`config.mk`:
```
export PLATFORM = sky130hd
export DESIGN_NAME = piecewise_max_pipe
export DESIGN_NICKNAME = d
export VERILOG_FILES = /design/src/rtl/piecewise_max_pipe.sv
export SDC_FILE = /design/constraint.sdc
export NUM_CORES = 2
export LEC_CHECK = 0
export ABC_AREA = 1
export CAP_MARGIN = 10
export CORE_MARGIN = 3
export CORE_UTILIZATION = 30
export CTS_CLUSTER_SIZE = 28
export DETAILED_ROUTE_END_ITERATION = 12
export SYNTH_ARGS = -nofsm -noshare
export SYNTH_HDL_FRONTEND = slang
export SYNTH_SLANG_ARGS = --single-unit
export TNS_END_PERCENT = 50
```
`constraint.sdc`:
```
create_clock -name clk -period 8.9 [get_ports clk]
set_input_delay 1.78 -clock clk [delete_from_list [all_inputs] [get_ports clk]]
set_output_delay 1.78 -clock clk [all_outputs]
set_load 0.05 [all_outputs]
```
`src/rtl/piecewise_max_pipe.sv`:
```
// piecewise_max_pipe: y = max_i(((slope[i]*x) >>> FBITS) + offset[i]) in Q(WID,FBITS),
// with a writable coefficient bank, a 3-stage stallable pipeline and a sticky overflow flag.
module piecewise_max_pipe #(
  parameter int WID      = 16,
  parameter int FBITS    = 8,
  parameter int NSEG     = 4,
  parameter int SATURATE = 0,
  parameter int IDXW     = $clog2(NSEG)
) (
  input  logic                  clk,
  input  logic                  rst_n,
  input  logic                  cfg_we,
  input  logic [IDXW-1:0]       cfg_addr,
  input  logic signed [WID-1:0] cfg_slope,
  input  logic signed [WID-1:0] cfg_off,
  input  logic                  in_valid,
  output logic                  in_ready,
  input  logic signed [WID-1:0] in_x,
  output logic                  out_valid,
  input  logic                  out_ready,
  output logic signed [WID-1:0] out_y,
  output logic [IDXW-1:0]       out_idx,
  output logic                  ovf,
  input  logic                  clr_ovf
);

  localparam int PW = 2 * WID;
  localparam int FW = PW + 1;
  localparam logic signed [WID-1:0] Y_MAX = {1'b0, {(WID-1){1'b1}}};
  localparam logic signed [WID-1:0] Y_MIN = {1'b1, {(WID-1){1'b0}}};

  logic                  stall;
  logic                  adv;

  logic signed [WID-1:0] slope_q [NSEG];
  logic signed [WID-1:0] slope_d [NSEG];
  logic signed [WID-1:0] off_q   [NSEG];
  logic signed [WID-1:0] off_d   [NSEG];

  logic                  s1_valid_q, s1_valid_d;
  logic signed [WID-1:0] s1_x_q, s1_x_d;

  logic signed [PW-1:0]  prod    [NSEG];
  logic signed [FW-1:0]  full    [NSEG];
  logic signed [WID-1:0] seg_res [NSEG];
  logic [NSEG-1:0]       oor;

  logic                  s2_valid_q, s2_valid_d;
  logic signed [WID-1:0] s2_res_q [NSEG];
  logic signed [WID-1:0] s2_res_d [NSEG];

  logic signed [WID-1:0] best_y;
  logic [IDXW-1:0]       best_idx;

  logic                  out_valid_q, out_valid_d;
  logic signed [WID-1:0] out_y_q, out_y_d;
  logic [IDXW-1:0]       out_idx_q, out_idx_d;
  logic                  ovf_q, ovf_d;

  // The whole pipeline freezes while a finished result waits for the consumer.
  assign stall    = out_valid_q && !out_ready;
  assign adv      = !stall;
  assign in_ready = !stall;

  always_comb begin
    slope_d = slope_q;
    off_d   = off_q;
    for (int i = 0; i < NSEG; i++) begin
      if (cfg_we && (cfg_addr == IDXW'(i))) begin
        slope_d[i] = cfg_slope;
        off_d[i]   = cfg_off;
      end
    end
  end

  always_ff @(posedge clk or negedge rst_n) begin
    if (!rst_n) begin
      for (int i = 0; i < NSEG; i++) begin
        slope_q[i] <= '0;
        off_q[i]   <= '0;
      end
    end else begin
      slope_q <= slope_d;
      off_q   <= off_d;
    end
  end

  always_comb begin
    s1_valid_d = adv ? in_valid : s1_valid_q;
    s1_x_d     = (adv && in_valid) ? in_x : s1_x_q;
  end

  // Full-precision segment results; the range test looks at every bit above the WID-bit window.
  always_comb begin
    for (int i = 0; i < NSEG; i++) begin
      prod[i] = PW'(slope_q[i]) * PW'(s1_x_q);
      full[i] = FW'(prod[i] >>> FBITS) + FW'(off_q[i]);
      oor[i]  = !((&full[i][FW-1:WID-1]) || !(|full[i][FW-1:WID-1]));
      if (oor[i] && (SATURATE != 0)) begin
        seg_res[i] = full[i][FW-1] ? Y_MIN : Y_MAX;
      end else begin
        seg_res[i] = full[i][WID-1:0];
      end
    end
  end

  always_comb begin
    s2_valid_d = adv ? s1_valid_q : s2_valid_q;
    s2_res_d   = s2_res_q;
    if (adv && s1_valid_q) begin
      s2_res_d = seg_res;
    end
  end

  // Overflow is only raised when a sample actually moves into S2, so a held sample cannot re-set it.
  always_comb begin
    ovf_d = ovf_q && !clr_ovf;
    if (adv && s1_valid_q && (|oor)) begin
      ovf_d = 1'b1;
    end
  end

  always_comb begin
    best_y   = s2_res_q[0];
    best_idx = '0;
    for (int i = 1; i < NSEG; i++) begin
      if (s2_res_q[i] > best_y) begin
        best_y   = s2_res_q[i];
        best_idx = IDXW'(i);
      end
    end
  end

  always_comb begin
    out_valid_d = adv ? s2_valid_q : out_valid_q;
    out_y_d     = out_y_q;
    out_idx_d   = out_idx_q;
    if (adv && s2_valid_q) begin
      out_y_d   = best_y;
      out_idx_d = best_idx;
    end
  end

  always_ff @(posedge clk or negedge rst_n) begin
    if (!rst_n) begin
      s1_valid_q  <= 1'b0;
      s1_x_q      <= '0;
      s2_valid_q  <= 1'b0;
      for (int i = 0; i < NSEG; i++) begin
        s2_res_q[i] <= '0;
      end
      out_valid_q <= 1'b0;
      out_y_q     <= '0;
      out_idx_q   <= '0;
      ovf_q       <= 1'b0;
    end else begin
      s1_valid_q  <= s1_valid_d;
      s1_x_q      <= s1_x_d;
      s2_valid_q  <= s2_valid_d;
      s2_res_q    <= s2_res_d;
      out_valid_q <= out_valid_d;
      out_y_q     <= out_y_d;
      out_idx_q   <= out_idx_d;
      ovf_q       <= ovf_d;
    end
  end

  assign out_valid = out_valid_q;
  assign out_y     = out_y_q;
  assign out_idx   = out_idx_q;
  assign ovf       = ovf_q;

endmodule

```
[Yosys cells after proc, flatten, opt, wreduce, memory -nomap -nowiden]
Index checks and enable logic that the tools add are counted.
Cells by class
  order comparisons: 3
  div/mod/pow operators: 0
  shift-type cells: 0
  multipliers: 4
  $add $sub $neg: 4
  reductions and logical operators: 35
  muxes and demuxes: 7
  bitwise gates (word level): 0
  equal/unequal tests: 3
Operator list (number)
  16-bit by 16-bit multiplier with 32-bit output: 4
  24-bit by 16-bit adder with 25-bit output: 4
  18-bit AND reduction: 4
  18-bit OR reduction: 4
  16-bit greater-than comparator: 3
  16-bit 2-to-1 mux: 3
  1-bit zero test: 11
  1-bit logical AND: 10
  2-bit equality test (second input constant): 2
  1-bit logical OR: 4
  2-bit 2-to-1 mux: 2
  4-bit OR reduction: 1
  2-bit by 1-bit equality test with 1-bit output (second input constant): 1
  2-bit zero test: 1
  1-bit 2-to-1 mux: 2
Storage, ports and cells
  output and inout bits: 21
  ROM bits: 0
  input bits: 56
  memories kept: 0
  latch bits: 0
  register bits after elaboration: 230
  bits in writable memories: 0
  logic and storage cells: 75

[Depth between registers and ports, before layout]
  depth in word-level cells: 9
  mapped depth: 45
  depth with buffers taken out: 44

[Least setup slack after synthesis]
No wires, ideal clock.
  kind: register -> register
  from: register slope_q[31] (netlist bit)
  to: register ovf_q (netlist: ovf)
  path buffers: 2
  arrival time: 7.169 ns
  clock period less this slack: 7.290 ns
  setup time: 0.120 ns
  stages on the path, launching flop included: 38
  slack: 1.610 ns
  required time: 8.780 ns
  path through: dfrtp_1 -> clkbuf_1 -> clkbuf_1 -> nand2_1 -> fa_1 -> inv_1 -> fa_1 -> inv_1 -> fa_1 -> fa_1 -> fa_1 -> fa_1 -> inv_1 -> ha_1 -> nand2_1 -> nor4_1 -> nand3_1 -> nand3_1 -> [2 not listed] -> a31oi_1 -> xor2_1 -> ha_1 -> nand2_1 -> inv_1 -> nand2_1 -> nand2_1 -> a21oi_1 -> nand3_1 -> nand2_1 -> nand2_1 -> nand2_1 -> nand2_1 -> nand3b_1 -> nand2_1 -> nand2_1 -> o21ai_1 -> nand2_1
On the way
  word-level cells in the longest chain between the ends: 9
  elaborated cells between the ends (all ways): 10
  classes of those cells: add/sub (1); mul (1); mux (1); reduce/logical (7)
RTL lines
  start, declared: line 35  | logic signed [WID-1:0] slope_q [NSEG];
  start signal, assigned: line 83  | slope_q <= slope_d;
  16-bit by 16-bit multiplier with 32-bit output *: line 96  | prod[i] = PW'(slope_q[i]) * PW'(s1_x_q);
  24-bit by 16-bit adder with 25-bit output *: line 97  | full[i] = FW'(prod[i] >>> FBITS) + FW'(off_q[i]);
  18-bit OR reduction: line 98  | oor[i] = !((&full[i][FW-1:WID-1]) || !(|full[i][FW-1:WID-1]));
  1-bit zero test: line 98
  1-bit logical OR *: line 98
  1-bit zero test *: line 98
  4-bit OR reduction *: line 118  | if (adv && s1_valid_q && (|oor)) begin
  1-bit logical AND *: line 118
  1-bit 2-to-1 mux *: line 118
  named net ovf_d: line 58  | logic ovf_q, ovf_d;
  end signal, assigned: line 164  | ovf_q <= ovf_d;
  end, declared: line 58
The timed path passes the listed nets; every way through them passes the cells marked *.
A chain may end at the register's enable or synchronous reset.

[Worst setup path in the final report]
  from: register s1_x_q[8]
  to: register ovf_q (netlist: ovf)
On the way
  word-level cells in the longest chain between the ends: 9
  elaborated cells between the ends (all ways): 31
  classes of those cells: add/sub (4); mul (4); mux (1); reduce/logical (22)
RTL lines
  start, declared: line 41  | logic signed [WID-1:0] s1_x_q, s1_x_d;
  start signal, assigned: line 147  | s1_x_q <= '0;
  start signal, assigned: line 158  | s1_x_q <= s1_x_d;
  16-bit by 16-bit multiplier with 32-bit output: line 96
  24-bit by 16-bit adder with 25-bit output: line 97
  18-bit OR reduction: line 98
  1-bit zero test: line 98
  1-bit logical OR: line 98
  1-bit zero test: line 98
  4-bit OR reduction *: line 118
  1-bit logical AND *: line 118
  1-bit 2-to-1 mux *: line 118
  named net ovf_d: line 58
Marks and branches as above.

==> flow_metrics.tcl <==
set metrics [dict create \
    root_buffer "clkbuf_16" \
    io_buffers 76 \
    cts_hold_buf 0 \
    hold_path_startpoint "s2_valid_q$_DFFE_PN0N_" \
    ys_seq_area_share_pct 9.86 \
    fp-row-count 161 \
    cp_max_fo 18 \
    viasPerCell 4.62 \
    reg2regPathDepth 36 \
    rsz0062_at_grt "false" \
    hold-path-cell-count 2 \
    end_kind "flop" \
    fmax_mhz 119 \
    clockBufferDepth 3 \
    die_h_um 447 \
    cp.arrival_ps 8900 \
    avgSynthCellArea_um2 7.50 \
    dieArea_um2 200000 \
    cp_data_required_time_ps 9390 \
    whs_endpoint "out_valid$_DFFE_PN0N_" \
    grt_max_degree 90 \
    grt-ovfl-total 0 \
    gp_congestion 0.906 \
    status "finished, final reports clean" \
    ys_types 57 \
    slowest_delay_ps 580 \
    netlist_area_um2 58400 \
    ant_nets 0 \
    synthesis.nets 9350 \
    critPathKind "flop to flop" \
    dp_hpwl_um 148000 \
    period_share_pct 94.5 \
    cts_tree "yes" \
    max_slew_margin_pct 25.5 \
    r2r-start "s1_x_q[8]$_DFFE_PN0P_" \
    r2r_slack_ps 490 \
    startpoint_type "flop" \
    finalHoldViolCount 0 \
    reg2reg_to "ovf$_DFF_PN0_" \
    clock_skew_ps 50.9 \
    final_common_cell "inv_1" \
    grt_pass1_vias 49700 \
    syn_inst 7786 \
    dr.pass1.iters 8 \
    num_vias 47400 \
    wl_per_cell_um 17.1 \
    tightest_slew_ps 1120 \
    synth_edf_count 0 \
    start_util_pct 30.3 \
    syn_to_final_growth_pct 8.58 \
    final_nets 9273 \
    slowest_stage "dfrtp_2" \
    drv_cap 0 \
    drive_above_1_share_pct 4.67 \
    grt_usage_pct 17.8 \
    finalMaxSlewViolations 0 \
    ctsHtreeMaxLevel 2 \
    drt_iter0_drc 3135 \
    crit_top_cell "nand2_1" \
    hold_path_class "flop to flop" \
    clock_latency_ps 610 \
    setup_tns_ps 0 \
    setup_viol 0 \
    ys_ff_latch 230 \
    ios 77 \
    grt_first_pass_wirelength_um 281000 \
    cts.sinks 230 \
    antenna_found_initial 2 \
    path_clk_slew_ps 70 \
    wl_um 176000 \
    numCtsBuffers 34 \
    coreArea_um2 193000 \
    dieWidth_um 447 \
    ys.flop_type "dfrtp_1" \
    fin_crit_ps 8410 \
    drc 0 \
    yosys_warnings 0 \
    layout_common_cells "inv_1, nand2_1, fa_1" \
    async_reset_ff_share_pct 100 \
]
-- layout make-up --
class                   count  area [um^2]
diodes                      4         10.0
clock buffers              40          903
clock inverters            22          290
fillers                 20500       130000
inverters                2170         8150
multi-input cells        5098        43400
flip-flops and latches    230         5780
well taps                2526         3160
repair buffers            175         1690
-- worst max-delay path by stage --
stage | from | slack [ps] | cells after the start | end
after floorplan | slope_q[31]$_DFFE_PN0P_ | 1610 | 37 | ovf$_DFF_PN0_
after global placement | s1_x_q[6]$_DFFE_PN0P_ | 410 | 39 | ovf$_DFF_PN0_
after detailed placement | s1_x_q[3]$_DFFE_PN0P_ | 400 | 36 | ovf$_DFF_PN0_
after CTS | s1_x_q[3]$_DFFE_PN0P_ | 420 | 36 | ovf$_DFF_PN0_
after global routing | slope_q[53]$_DFFE_PN0P_ | 3 | 36 | ovf$_DFF_PN0_
final | s1_x_q[8]$_DFFE_PN0P_ | 490 | 36 | ovf$_DFF_PN0_
-- cell families (layout without fill, tap and decap cells) --
family / after synthesis / in the layout / share of synthesized area, %
compound gates: 629 / 629 / 5.92
xor+xnor: 190 / 190 / 2.85
fa+ha+maj: 1508 / 1508 / 45.8
buf+inv: 2458 / 2407 / 15.9
flops: 230 / 230 / 9.86
mux: 15 / 15 / 0.289
other cells: 0 / 4 / 0
simple gates: 2756 / 2756 / 19.4
-- synth_stat cells, drive strengths merged, types with 2 or more instances --
| master | number | area (um^2) |
|---|---|---|
| nand3b | 7 | 56.3 |
| inv | 2168 | 8140 |
| xnor2 | 88 | 771 |
| nand3 | 191 | 1040 |
| buf | 48 | 211 |
| or2 | 18 | 113 |
| mux2 | 15 | 169 |
| nor4 | 10 | 62.6 |
| dfrtp | 230 | 5760 |
| o31ai | 3 | 22.5 |
| a211oi | 2 | 15.0 |
| o21a | 9 | 67.6 |
| o221ai | 4 | 35.0 |
| clkbuf | 240 | 902 |
| o211ai | 12 | 105 |
| o21bai | 24 | 199 |
| a31oi | 11 | 75.1 |
| clkinv | 2 | 7.51 |
| a21boi | 4 | 30.0 |
| o21ai | 309 | 1580 |
| and2 | 22 | 140 |
| a22oi | 2 | 20.0 |
| nand2 | 2108 | 7990 |
| ha | 460 | 5760 |
| a221oi | 2 | 17.5 |
| nor3 | 35 | 241 |
| a21oi | 238 | 1210 |
| nand4 | 79 | 507 |
| nor2 | 285 | 1180 |
| xor2 | 102 | 893 |
| fa | 1048 | 21000 |
| a21o | 6 | 45.0 |
-- flip-flops by register name, summed over array words and instances (netlist names), 2 cells and up --
name / cells
slope_q: 64
off_q: 64
s1_x_q: 16
out_idx: 2
out_y: 16
s2_res_q: 64
-- metal layers --
metal / up-vias / track usage [%] / routed length, um
met2: 1429 / 30.1 / 83000
met4: 0 / 5.55 / 5920
met1: 23300 / 23.9 / 77000
met3: 214 / 2.04 / 10000
li1: 22500 / - / -
met5: - / 0 / 0
-- repair_timing --
item,CTS,global route
resized for setup,0,7
setup endpoints to repair,0,1
hold endpoints to repair,0,0
setup buffers,0,5
-- per-stage QoR --
| stage | cells | hold slack [ps] | utilization (%) | setup WS, ps | instance area, um^2 |
|---|---|---|---|---|---|
| global route | 10300 | 499 | 32.8 | 2.52 | 63400 |
| global placement | 10200 | 455 | 32.2 | 410 | 62100 |
| finish | 10300 | 467 | 32.8 | 492 | 63400 |
| CTS | 10300 | 471 | 32.8 | 418 | 63300 |
| detailed placement | 10200 | 457 | 32.2 | 397 | 62100 |
| floorplan | 7786 | 432 | - | 1610 | 58400 |
-- worst max-delay path, delay by kind of cell (launching register included) --
| family | cells | cell delay (ps) |
|---|---|---|
| fa+ha+maj | 8 | 3930 |
| simple gates | 16 | 1910 |
| compound gates | 6 | 970 |
| buf+inv | 5 | 660 |
| flops | 1 | 580 |
| xor+xnor | 1 | 220 |
Power is left out: the tool's default activity adds up to more than one toggle a clock period on the data nets, which glitch-free logic cannot reach.
